### config.mk
export PLATFORM = sky130hd
export DESIGN_NAME = wb_regfile
export DESIGN_NICKNAME = d
export VERILOG_FILES = /design/src/rtl/wb_regfile_pkg.sv /design/src/rtl/wb_regfile_regfile8x16.sv /design/src/rtl/wb_regfile.sv
export SDC_FILE = /design/constraint.sdc
export NUM_CORES = 1
export LEC_CHECK = 0
export BUFFER_PORTS_ARGS = -buffer_cell sky130_fd_sc_hd__buf_2
export CAP_MARGIN = 20
export CORE_ASPECT_RATIO = 1.75
export CORE_MARGIN = 1
export CORE_UTILIZATION = 55
export DETAILED_ROUTE_END_ITERATION = 6
export PLACE_DENSITY = 0.86
export SETUP_SLACK_MARGIN = 0.2
export SYNTH_ARGS = -nofsm -noshare
export SYNTH_HDL_FRONTEND = slang
export SYNTH_SLANG_ARGS = --single-unit
export TNS_END_PERCENT = 1
### constraint.sdc
create_clock -name clock -period 5.3 [get_ports clock]
set_input_delay 0.265 -clock clock [delete_from_list [all_inputs] [get_ports clock]]
set_output_delay 0.265 -clock clock [all_outputs]
set_load 0.01 [all_outputs]
### src/rtl/wb_regfile_pkg.sv
// Shared opcode encodings, run-state constant and writer-set decode for the pipeline.
// ID's hazard logic imports is_writer() so both sides agree on which opcodes write r1.
package wb_regfile_pkg;

   localparam logic EXEC = 1'b1;

   localparam logic [4:0] OP_NOP   = 5'b00000;
   localparam logic [4:0] OP_HALT  = 5'b00001;
   localparam logic [4:0] OP_LOAD  = 5'b00010;
   localparam logic [4:0] OP_STORE = 5'b00011;
   localparam logic [4:0] OP_SLL   = 5'b00100;
   localparam logic [4:0] OP_SLA   = 5'b00101;
   localparam logic [4:0] OP_SRL   = 5'b00110;
   localparam logic [4:0] OP_SRA   = 5'b00111;
   localparam logic [4:0] OP_ADD   = 5'b01000;
   localparam logic [4:0] OP_ADDI  = 5'b01001;
   localparam logic [4:0] OP_SUB   = 5'b01010;
   localparam logic [4:0] OP_SUBI  = 5'b01011;
   localparam logic [4:0] OP_CMP   = 5'b01100;
   localparam logic [4:0] OP_AND   = 5'b01101;
   localparam logic [4:0] OP_OR    = 5'b01110;
   localparam logic [4:0] OP_XOR   = 5'b01111;
   localparam logic [4:0] OP_LDIH  = 5'b10000;
   localparam logic [4:0] OP_ADDC  = 5'b10001;
   localparam logic [4:0] OP_SUBC  = 5'b10010;
   localparam logic [4:0] OP_JUMP  = 5'b11000;
   localparam logic [4:0] OP_JMPR  = 5'b11001;
   localparam logic [4:0] OP_BZ    = 5'b11010;
   localparam logic [4:0] OP_BNZ   = 5'b11011;
   localparam logic [4:0] OP_BN    = 5'b11100;
   localparam logic [4:0] OP_BNN   = 5'b11101;
   localparam logic [4:0] OP_BC    = 5'b11110;
   localparam logic [4:0] OP_BNC   = 5'b11111;

   // Single source of truth for "this instruction writes gr[r1]".
   function automatic logic is_writer(input logic [4:0] op);
      logic w;
      w = 1'b0;
      case (op)
         OP_LOAD, OP_LDIH,
         OP_ADD, OP_ADDI, OP_ADDC,
         OP_SUB, OP_SUBI, OP_SUBC,
         OP_AND, OP_OR, OP_XOR,
         OP_SLL, OP_SRL, OP_SLA, OP_SRA: w = 1'b1;
         default:                        w = 1'b0;
      endcase
      return w;
   endfunction

endpackage

### src/rtl/wb_regfile_regfile8x16.sv
// 8x16 register storage: one synchronous write port, eight parallel reads.
// With REG_ZERO_EN defined, entry 0 is never written and always reads zero.
module regfile8x16 (
   input  logic             clock,
   input  logic             reset,
   input  logic             we,
   input  logic [2:0]       waddr,
   input  logic [15:0]      wdata,
   output logic [7:0][15:0] regs
);

   logic we_eff;

`ifdef REG_ZERO_EN
   assign we_eff = we && (waddr != 3'd0);
`else
   assign we_eff = we;
`endif

   always_ff @(posedge clock or negedge reset) begin
      if (!reset)
         regs <= '0;
      else if (we_eff)
         regs[waddr] <= wdata;
   end

endmodule

### src/rtl/wb_regfile.sv
// Write-back stage: WB pipeline register, register-file commit and retired counter.
// Optional hard-zero gr0 is selected with the REG_ZERO_EN macro (see regfile8x16).
module wb_regfile
   import wb_regfile_pkg::*;
(
   input  logic        clock,
   input  logic        reset,
   input  logic        state,
   input  logic [15:0] mem_ir,
   input  logic [15:0] reg_C,
   input  logic [15:0] d_datain,
   output logic [15:0] wb_ir,
   output logic [15:0] reg_C1,
   output logic [15:0] gr0,
   output logic [15:0] gr1,
   output logic [15:0] gr2,
   output logic [15:0] gr3,
   output logic [15:0] gr4,
   output logic [15:0] gr5,
   output logic [15:0] gr6,
   output logic [15:0] gr7,
   output logic [15:0] retired
);

   logic             run;
   logic             we;
   logic [7:0][15:0] regs;

   assign run = (state == EXEC);
   // Commit uses the pre-edge WB contents, so the write lands as the instruction leaves WB.
   assign we  = run && is_writer(wb_ir[15:11]);

   always_ff @(posedge clock or negedge reset) begin
      if (!reset) begin
         wb_ir   <= '0;
         reg_C1  <= '0;
         retired <= '0;
      end else if (run) begin
         wb_ir  <= mem_ir;
         reg_C1 <= (mem_ir[15:11] == OP_LOAD) ? d_datain : reg_C;
         if (wb_ir != 16'h0000)
            retired <= retired + 16'd1;
      end
   end

   regfile8x16 u_rf (
      .clock (clock),
      .reset (reset),
      .we    (we),
      .waddr (wb_ir[10:8]),
      .wdata (reg_C1),
      .regs  (regs)
   );

   assign gr0 = regs[0];
   assign gr1 = regs[1];
   assign gr2 = regs[2];
   assign gr3 = regs[3];
   assign gr4 = regs[4];
   assign gr5 = regs[5];
   assign gr6 = regs[6];
   assign gr7 = regs[7];

endmodule

# [Word level (Yosys, flattened, before mapping)]
# Memory sizes are Yosys's and may differ from the RTL's.
# Index checks and enable logic that the tools add are counted.
[totals] input_bits=51 output_inout_bits=176 mem_bits_ro=32 mem_count=1 ff_bits=176
[op_classes] n_reduce_logical=4 magnitude_cmp=2 muxes=4 add_sub_neg=1 eq_ne=1
[mem_list] name="(no name shown)" depth=32 word_bits=1 read_ports=1 rd_clocked_by_memory_dff=0 wr=0 line_no="wb_regfile_pkg.sv:39" rtl="case (op)"
[ops] operator="$bwmux 128" n=1
[ops] operator="$demux 16 s3" n=1
[ops] operator="$mux 16" n=2
[ops] operator="$add 16x1->16 const B" n=1
[ops] operator="$reduce_bool 16->1" n=1
[ops] operator="$eq 5x2->1 const B" n=1
[ops] operator="$lt 3x4->1 const B" n=1
[ops] operator="$ge 3x1->1 const B" n=1
[ops] operator="$logic_and 1x1->1" n=2
[ops] operator="$reduce_and 2->1" n=1

# [Longest topological paths before layout]
[logic_depth] depth_word=5 mapped_depth=7 mapped_depth_nobuf=5

# [Cells and area by module]
# From an unflattened synthesis, not the netlist that was laid out.
[unflattened] cells_unflattened=464 hier_area_um2=7131.8
[modules_own_cells] module="regfile8x16" instances=1 cells_each=279 seq_area_each_um2=3203.1 area_each_um2=4914.7
[modules_own_cells] module="wb_regfile" instances=1 cells_each=185 seq_area_each_um2=1201.2 area_each_um2=2217.1

# [Worst setup path after synthesis]
# OpenSTA, ideal clock, no wires.
[synth_timing] kind="register to register" start="register wb_ir[13]" end="register u_rf.regs[10] in the netlist's numbering" setup_time_ns=0.125 arrival_ns=1.922 slack_ns=3.254 required_time_ns=5.175 n_path_buf=2 stages_incl_launch_ff=8 period_less_slack_ns=2.046 path_cell_list="dfrtp_1 > nor3_2 > a31oi_1 > o22ai_2 > or2_1 > buf_2 > buf_6 > mux2_2"
[synth_via] elab_chain_cells=2
[synth_lines] element="start, declared" line_no="wb_regfile.sv:12" rtl="output logic [15:0] wb_ir,"
[synth_lines] element="start signal, assigned" line_no="wb_regfile.sv:39" rtl="wb_ir <= mem_ir;"
[synth_lines] element="$mem_v2 32x1"
[synth_lines] element="$logic_and 1x1->1" line_no="wb_regfile.sv:31" rtl="assign we = run && is_writer(wb_ir[15:11]);"
[synth_lines] element="end signal, assigned by index" line_no="wb_regfile_regfile8x16.sv:24" rtl="regs[waddr] <= wdata;"
[synth_lines] element="end, declared" line_no="wb_regfile_regfile8x16.sv:9" rtl="output logic [7:0][15:0] regs"
# No other way between the ends.
# A chain may end at the register's enable or synchronous reset.

# [Worst setup path in the final report]
[layout_timing] start="register wb_ir[13]" end="register u_rf.regs[12] in the netlist's numbering"
# The elaborated chain is that of the path after synthesis.

==> out/metrics.yaml <==
status: "completed"
fin_nets: 758
grtUsageMet2_pct: 49.34
synth_edf_count: 0
firstDrtPassIters: 4
synthCells: 473
start_util_pct: 56.37
place_ws_ns: 2.502
cts-root-buf: "clkbuf_16"
drtAntennaViolNets: 0
insertion_delay_ns: 0.41
track_usage_pct: 26.91
hold_viol_final: 0
htree_levels: 4
ys_seq_elements: 176
design_area_um2: 8955
async_flop_share_pct: 100.0
portBuffers: 226
end_kind: "flip-flop"
worstSetupPathType: "reg -> reg"
finalWorstSetupSlack_ns: 2.757
grt_pass1_wl_um: 26290
wl_per_cell_um: 19.27
drc: 0
final_core_util_pct: 71.64
p_int_mw: 3.388
rows: 54
drt-total-wl_um: 17090
finalCritPeriodShare_pct: 47.98
syn_to_final_growth_pct: 27.10
cts_tree: "done"
busiest_layer: "met2"
fin_tns_setup_ns: 0
dp_hpwl_um: 12330
p_clk_share_pct: 25.1
drive_gt1_share_pct: 58.14
synth_cell_types: 39
rsz0062_at_grt: "no"
synth_area_leaders: "dfrtp_1 63%, mux2_2 23%, mux2i_1 2.3%"
power.share.switching_pct: 32.77
power_frac_comb_pct: 30.4
fmaxAchievable_mhz: 393.2
period_needed_ns: 2.543
tightestPinTransition_ns: 1.044
synth_ff_type: "dfrtp_1"
grt_max_degree: 89
die_area_um2: 13280
p_per_area_nw_per_um2: 562.7
coreArea_um2: 12500
syn_area_um2: 7046
synth_top_cell_area_share_pct: 62.51
worstSetupStartpointType: "flip-flop"
skew_ns: 0.009907
arrival_ns: 2.83
pin_count: 227
path_clk_slew_ns: 0.07
setup_violations: 0
vdd_drop_max_v: 0.0002960
yosys_warnings: 0
postSynthAreaPerCell_um2: 14.90
grt_util_met1_pct: 30.13
die_w_um: 87.56
seqPwrFrac_pct: 44.5
syn_nets: 525
worstPathMaxFanout: 16
slew_violations: 0
cts_buffers: 17
p_leak_nw: 4.240
gp_congestion: 0.7484
maxSlewHeadroom_pct: 29.63
cts_buffer_depth: 2
cts.sinks: 176
dr.first_iter.drc_count: 137
yosysSeqAreaShare_pct: 62.51
min_path_type: "in -> reg"
maxCapViolCount: 0
required_ns: 5.59
vias: 4806
post_drt_via_cell_ratio: 5.418
p_sw_mw: 1.651
overflow: 0
first_global_vias: 5011
antenna_found_initial: 0
synth_largest_area_cell: "dfrtp_1"
diodes: 0
use_met3_pct: 6.501
die-height_um: 151.7
place_area_um2: 8324
## flip-flops by register name (all words and copies together) (netlist names)
| name | count |
|---|---|
| wb_ir | 16 |
| reg_C1 | 16 |
| u_rf.regs | 128 |
| retired | 16 |
## Yosys cell counts (2+ instances only)
cell and count:
inv_1 4, or3_1 2, and3_1 2, dfrtp_1 176
nand3_1 8, mux2i_1 16, nand4_1 3, clkbuf_1 4
xnor2_1 8, nor3_1 4, mux2_2 143, o21ai_0 3
buf_2 5, nor3_2 3, buf_6 4, xor2_1 7
nor2_1 27, nand2_1 11, nor4_1 3, buf_1 2
a21oi_1 17, buf_4 4
## cells in the final DEF (no fill, tap or decap), types with 5 or more instances in the layout
| cell type | netlist | layout |
|---|---|---|
| a21oi_1 | 17 | 17 |
| buf_2 | 5 | 225 |
| buf_4 | 4 | 5 |
| clkbuf_16 | 0 | 17 |
| dfrtp_1 | 176 | 176 |
| mux2_2 | 143 | 143 |
| mux2i_1 | 16 | 16 |
| nand2_1 | 11 | 11 |
| nand3_1 | 8 | 8 |
| nor2_1 | 27 | 27 |
| xnor2_1 | 8 | 8 |
| xor2_1 | 7 | 7 |
## power groups by stage
stage	combinational [mW]	sequential, mW	clock [mW]
floorplan	0.543	2.46	0
global placement	1.49	2.22	0
detailed placement	1.55	2.26	0
global route	1.66	2.31	1.34
finish	1.53	2.24	1.26
CTS	1.55	2.24	1.29
## final cells by class
type | instances | area, µm²
Clock buffer | 18 | 429.2
Clock inverter | 14 | 180.2
Fill cell | 867 | 3545
Inverter | 4 | 15.01
Multi-Input combinational cell | 274 | 2520
Sequential cell | 176 | 4404
Tap cell | 168 | 210.2
Timing Repair Buffer | 233 | 1196
## worst max-delay path: stages (launching register included)
cell and delay, ns:
dfrtp_1 0.48, nor3_2 0.40, a31oi_1 0.10, o22ai_2 0.33, or2_1 0.68, mux2_2 0.42
## logic make-up (layout without fill, tap and decap cells)
family / count (synthesis) / count (layout) / share of synthesized area [%]
adders and majority gates: 1 / 1 / 0.1776
and+or+nand+nor: 73 / 73 / 5.967
muxes: 159 / 159 / 25.13
buffers and inverters: 23 / 269 / 1.953
DFF: 176 / 176 / 62.51
AOI/OAI and AO/OA: 26 / 26 / 2.398
xor gates and xnor gates: 15 / 15 / 1.865
## per-layer routing
metal  part of all wire (%)  wire (µm)  vias up
li1                       -          -     2152
met1                     38       6451     2442
met2                     55       9395      189
met3                    5.1        880       23
met4                    2.1        364        0
met5                      0          0        -
## path summary, 6_finish.rpt
check	from	end	slack, ns	cells past startpoint
max	wb_ir[13]	u_rf.regs[12]	2.76	5
min	mem_ir[7]	wb_ir[7]	0.08	2
max reg2reg	wb_ir[13]	u_rf.regs[12]	2.76	5
min reg2reg	retired[15]	retired[15]	0.47	1
max in group asynchronous	reset	u_rf.regs[90]	3.64	3
min in group asynchronous	reset	u_rf.regs[121]	0.47	2
## what timing repair did
item,CTS,global route
gates resized for setup,0,0
hold endpoints to repair,86,0
buffers inserted,0,0
hold buffers,1,0
## stage by stage
| stage | instances | power, mW | hold slack, ns |
|---|---|---|---|
| floorplan | 473 | 3.005 | -0.03059 |
| global placement | 853 | 3.709 | 0.3615 |
| detailed placement | 853 | 3.809 | 0.3792 |
| CTS | 886 | 5.081 | 0.06823 |
| global route | 887 | 5.312 | 0.06824 |
| finish | 887 | 5.039 | 0.08400 |
(Power assumes the default switching activity.)
